File: config.mk
export PLATFORM = sky130hd
export DESIGN_NAME = mem_port_arbiter
export DESIGN_NICKNAME = d
export VERILOG_FILES = /design/src/rtl/mem_arb_pkg.sv /design/src/rtl/mem_arb_pick2.sv /design/src/rtl/mem_port_arbiter.sv
export SDC_FILE = /design/constraint.sdc
export NUM_CORES = 1
export LEC_CHECK = 0
export CAP_MARGIN = 15
export CELL_PAD_IN_SITES_DETAIL_PLACEMENT = 1
export CELL_PAD_IN_SITES_GLOBAL_PLACEMENT = 1
export CORE_ASPECT_RATIO = 0.7
export CORE_MARGIN = 2
export CORE_UTILIZATION = 25
export CTS_CLUSTER_DIAMETER = 30
export DETAILED_ROUTE_END_ITERATION = 6
export GPL_TIMING_DRIVEN = 1
export HOLD_SLACK_MARGIN = 0.12
export PLACE_DENSITY = 0.9
export SYNTH_ARGS = -nofsm -noshare
export SYNTH_HDL_FRONTEND = slang
export SYNTH_SLANG_ARGS = --single-unit
export TNS_END_PERCENT = 30
File: constraint.sdc
create_clock -name clk -period 1.6 [get_ports clk]
set_input_delay 0.24 -clock clk [delete_from_list [all_inputs] [get_ports clk]]
set_output_delay 0.24 -clock clk [all_outputs]
set_load 0.05 [all_outputs]
File: src/rtl/mem_arb_pkg.sv
// Shared types and constants for the two-requester memory port arbiter.
// Build option: MEM_ARB_ROUND_ROBIN_EN selects round-robin tie-break (default: data wins).
package mem_arb_pkg;

  typedef enum logic [1:0] {
    IDLE   = 2'd0,
    ACCESS = 2'd1,
    RESP   = 2'd2
  } state_e;

  typedef enum logic {
    OWN_I = 1'b0,
    OWN_D = 1'b1
  } owner_e;

  localparam logic [31:0] MMIO_BASE_MEMORY_DEF = 32'h8000_0000;
  localparam logic [31:0] MMIO_MASK_MEMORY_DEF = 32'hFFFF_FF00;

  // Outside the decoded window, or not word aligned.
  function automatic logic addr_is_bad(input logic [31:0] addr,
                                       input logic [31:0] base,
                                       input logic [31:0] mask);
    return ((addr & mask) != base) || (addr[1:0] != 2'b00);
  endfunction

endpackage

File: src/rtl/mem_arb_pick2.sv
// Two-way tie-break: one-hot grant (bit0 = instruction, bit1 = data).
// Build option: MEM_ARB_ROUND_ROBIN_EN adds the last-grant input and alternates on ties.
module mem_arb_pick2
  import mem_arb_pkg::*;
(
  input  logic       req_i,
  input  logic       req_d,
`ifdef MEM_ARB_ROUND_ROBIN_EN
  input  logic       last_grant,
`endif
  output logic [1:0] grant
);

`ifdef MEM_ARB_ROUND_ROBIN_EN
  always_comb begin
    grant = {req_d, req_i};
    if (req_i && req_d) begin
      grant = (last_grant == OWN_D) ? 2'b01 : 2'b10;
    end
  end
`else
  always_comb begin
    grant = {req_d, req_i & ~req_d};
  end
`endif

endmodule

File: src/rtl/mem_port_arbiter.sv
// Arbitrates an instruction-fetch port and a load/store port onto one memory port.
// Build option: MEM_ARB_ROUND_ROBIN_EN (round-robin ties; otherwise data always wins).
module mem_port_arbiter
  import mem_arb_pkg::*;
#(
  parameter logic [31:0] MMIO_BASE_MEMORY = MMIO_BASE_MEMORY_DEF,
  parameter logic [31:0] MMIO_MASK_MEMORY = MMIO_MASK_MEMORY_DEF
) (
  input  logic        clk,
  input  logic        rst_n,
  input  logic        i_req,
  input  logic [31:0] i_addr,
  output logic        i_ack,
  output logic [31:0] i_rdata,
  output logic        i_err,
  input  logic        d_req,
  input  logic        d_rw,
  input  logic [31:0] d_addr,
  input  logic [31:0] d_wdata,
  output logic        d_ack,
  output logic [31:0] d_rdata,
  output logic        d_err,
  output logic        mem_en,
  output logic        mem_rw,
  output logic [31:0] mem_addr,
  output logic [31:0] mem_wdata,
  input  logic [31:0] mem_rdata,
  output logic        busy
);

  state_e      state_q, state_d;
  owner_e      owner_q, owner_d;
  logic        rw_q, rw_d;
  logic [31:0] addr_q, addr_d;
  logic [31:0] wdata_q, wdata_d;
  logic        err_q, err_d;
  logic [1:0]  grant;

`ifdef MEM_ARB_ROUND_ROBIN_EN
  owner_e      last_grant_q, last_grant_d;

  mem_arb_pick2 u_pick (
    .req_i      (i_req),
    .req_d      (d_req),
    .last_grant (last_grant_q),
    .grant      (grant)
  );
`else
  mem_arb_pick2 u_pick (
    .req_i (i_req),
    .req_d (d_req),
    .grant (grant)
  );
`endif

  always_comb begin
    state_d = state_q;
    owner_d = owner_q;
    rw_d    = rw_q;
    addr_d  = addr_q;
    wdata_d = wdata_q;
    err_d   = err_q;
`ifdef MEM_ARB_ROUND_ROBIN_EN
    last_grant_d = last_grant_q;
`endif
    case (state_q)
      IDLE: begin
        if (grant != 2'b00) begin
          if (grant[1]) begin
            owner_d = OWN_D;
            rw_d    = d_rw;
            addr_d  = d_addr;
            wdata_d = d_wdata;
          end else begin
            owner_d = OWN_I;
            rw_d    = 1'b0;
            addr_d  = i_addr;
            wdata_d = '0;
          end
          err_d   = addr_is_bad(addr_d, MMIO_BASE_MEMORY, MMIO_MASK_MEMORY);
          // A rejected address skips the memory cycle entirely.
          state_d = err_d ? RESP : ACCESS;
`ifdef MEM_ARB_ROUND_ROBIN_EN
          last_grant_d = owner_d;
`endif
        end
      end
      ACCESS:  state_d = RESP;
      RESP:    state_d = IDLE;
      default: state_d = IDLE;
    endcase
  end

  always_ff @(posedge clk or negedge rst_n) begin
    if (!rst_n) begin
      state_q <= IDLE;
      owner_q <= OWN_I;
      rw_q    <= 1'b0;
      addr_q  <= '0;
      wdata_q <= '0;
      err_q   <= 1'b0;
    end else begin
      state_q <= state_d;
      owner_q <= owner_d;
      rw_q    <= rw_d;
      addr_q  <= addr_d;
      wdata_q <= wdata_d;
      err_q   <= err_d;
    end
  end

`ifdef MEM_ARB_ROUND_ROBIN_EN
  always_ff @(posedge clk or negedge rst_n) begin
    if (!rst_n) begin
      last_grant_q <= OWN_I;
    end else begin
      last_grant_q <= last_grant_d;
    end
  end
`endif

  // Outputs decode straight from state so reset clears them without a clock.
  logic        in_resp;
  logic [31:0] resp_rdata;

  assign mem_en     = (state_q == ACCESS);
  assign mem_rw     = mem_en & rw_q;
  assign mem_addr   = mem_en ? addr_q  : '0;
  assign mem_wdata  = mem_en ? wdata_q : '0;

  assign in_resp    = (state_q == RESP);
  assign resp_rdata = (in_resp && !rw_q && !err_q) ? mem_rdata : '0;

  assign i_ack   = in_resp && (owner_q == OWN_I);
  assign i_err   = i_ack & err_q;
  assign i_rdata = i_ack ? resp_rdata : '0;
  assign d_ack   = in_resp && (owner_q == OWN_D);
  assign d_err   = d_ack & err_q;
  assign d_rdata = d_ack ? resp_rdata : '0;

  assign busy = (state_q != IDLE);

endmodule
==> impl_metrics.tcl <==
set metrics [dict create \
    via_per_inst 4.72 \
    dpl_cell_area_um2 8390 \
    core.rowCount 37 \
    synthDistinctLibCells 27 \
    worstSetupEndpointType "output pin" \
    die_h_um 107 \
    cts_tree "yes" \
    crit_slowest_cell "dfrtp_1" \
    final-hold-violation-count 0 \
    hold_start "d_addr[9]" \
    die_area_um2 16300 \
    cts_sinks 69 \
    finClkSkew_ps 3.78 \
    place.gp.congestion 0.882 \
    grt_pass1_wl_um 26900 \
    drive_gt1_frac 0.413 \
    cp_max_fo 8 \
    syn_avg_cell_area_um2 9.55 \
    mostFrequentLayoutCells "buf_12, clkdlybuf4s50_1, dfrtp_1, and2_4, and2_1" \
    fin_area_um2 8890 \
    path_class "reg2out" \
    final_nets 811 \
    root_buffer "clkbuf_16" \
    timing.final.crit_share 1.28 \
    slew_headroom 0.702 \
    die-width_um 152 \
    powerDensity_nw_per_um2 581 \
    antenna_found_initial 0 \
    final_antenna_net_count 0 \
    first_global_vias 4707 \
    synth_edf_count 0 \
    r2r-start "state_q[0]" \
    n_fill_cell 1472 \
    synth_ff_type "dfrtp_1" \
    finalCriticalPeriod_ps 2040 \
    dp_hpwl_um 14200 \
    status "finished with violations" \
    drv_cap 0 \
    critical_path.max_stage_delay_ps 430 \
    rsz0062_at_grt "yes" \
    ir_worst_vdd_v 0.000407 \
    drt-initial-drc-count 79 \
    syn_inst 399 \
    crit_path_start "state_q[0]" \
    layout_commonest_cell "buf_12" \
    synth-seq-area-share 0.453 \
    grt.overflow.total 0 \
    leakage_uw 0.00382 \
    first_pass_iters 4 \
    cts_buffers 9 \
    globalRouteTotalUtil 0.219 \
    n_antenna_cell 0 \
    fin_ws_ps -443 \
    netlist_area_um2 3810 \
    h-tree-depth 3 \
    drv_slew 0 \
    coreArea_um2 14800 \
    timing.hold.ws_ps 380 \
    ys_seq_elements 69 \
    start_kind "flip-flop" \
    syn_to_final_growth_pct 133 \
    setup_viol 135 \
    wirelength_um 18000 \
    violations "negative setup slack" \
    clkTransAtPathRegs_ps 50 \
    critPathRequiredTime_ps 1360 \
    start_util 0.257 \
    clockBufferDepth 2 \
    insertion_delay_ps 330 \
    cp.arrival_ps 1800 \
    io_pins 268 \
    path_cells "nor3b_4, nor3b_4, buf_12, clkbuf_16, and2_4, buf_12" \
    fmax_ghz 0.489 \
    wl_per_cell_um 20.6 \
    vias 4142 \
    port-buffer-count 267 \
    drc 0 \
    tightest_slew_ps 446 \
    synth-warning-count 0 \
    hold_class "in2reg" \
    synth_nets 532 \
    grt_max_degree 43 \
    async_flop_share 1.00 \
]
-- metrics by stage --
stage	total power, µW	util	setup WS [ps]	setup TNS (ps)	std cells
after detailed placement	3360	0.566	-712	-6420	856
after floorplan	2630	-	-353	-28250	399
after CTS	5230	0.591	-437	-49360	872
final	5170	0.600	-443	-48010	877
after global placement	3280	0.566	-545	-3610	856
after global routing	5440	0.600	-509	-58110	877
-- cells by family (layout without fill, tap and decap cells) --
logic type	count (synthesis)	after routing	synth area share
and+or+nand+nor	194	194	0.296
AOI/OAI and AO/OA	71	71	0.131
DFF	69	69	0.453
buffers and inverters	33	316	0.0358
muxes	32	32	0.0840
-- worst max-delay path, delay by kind of cell, from the launching register on --
family / cells / cell delay (ps)
and+or+nand+nor: 3 / 600
DFF: 1 / 430
buffers and inverters: 3 / 440
-- sequential cells by signal, summed over array words and instances (netlist names) --
signal	cells
err_q	1
state_q	2
owner_q	1
addr_q	32
rw_q	1
wdata_q	32
-- area by class of cell --
type                    count  area (µm²)  area share
repair buffers            300        4420       0.496
multi-input cells         297        2240       0.252
flip-flops and latches     69        1730       0.194
clock buffers              13         250      0.0281
well taps                 195         244      0.0274
clock inverters             2        10.0     0.00113
inverters                   1        3.75    0.000422
-- synth_stat cells (2+ instances only) --
cell      instances  area share
and2_1          132        0.22
dfrtp_1          69        0.45
nand2_1          35       0.034
a22o_1           33       0.076
o21ai_0          33       0.043
mux2i_1          32       0.084
clkbuf_1         21       0.021
buf_2            10       0.013
nor4_1            7       0.011
nor2_1            4      0.0039
nor3_1            4      0.0053
nor3b_1           2      0.0039
nor4b_1           2      0.0046
o31a_1            2      0.0046
-- what timing repair did --
action | in CTS | in global routing
hold endpoints to repair | 31 | 0
hold buffers | 1 | 0
gates cloned | 0 | 3
pin swaps | 2 | 4
resized for setup | 31 | 15
setup buffers | 0 | 2
endpoints found under the setup margin | 152 | 191
-- power breakdown --
part           internal [µW]  switching, µW  total [µW]  leakage [µW]
Sequential              2030            170        2200      0.000858
Combinational            651            515        1170       0.00283
Clock                   1080            723        1800      0.000129
-- layer usage --
metal	up-vias	routed length [µm]	global-route usage	share of wire
met5	-	0	0	0
met4	0	586	0.0761	0.032
met3	36	1210	0.0597	0.067
met2	177	9700	0.407	0.54
met1	2017	6550	0.239	0.36
li1	1912	-	-	-
-- worst paths after layout --
check                              end  slack, ps  cells past startpoint
min reg2reg                  addr_q[1]        470                      2
max                        i_rdata[17]       -440                      6
min                          addr_q[9]        380                      3
min in group asynchronous   addr_q[25]        400                      2
max in group asynchronous   addr_q[31]        630                      3
max reg2reg                wdata_q[15]         90                      5
No activity file was read; power rests on OpenSTA's default activity.
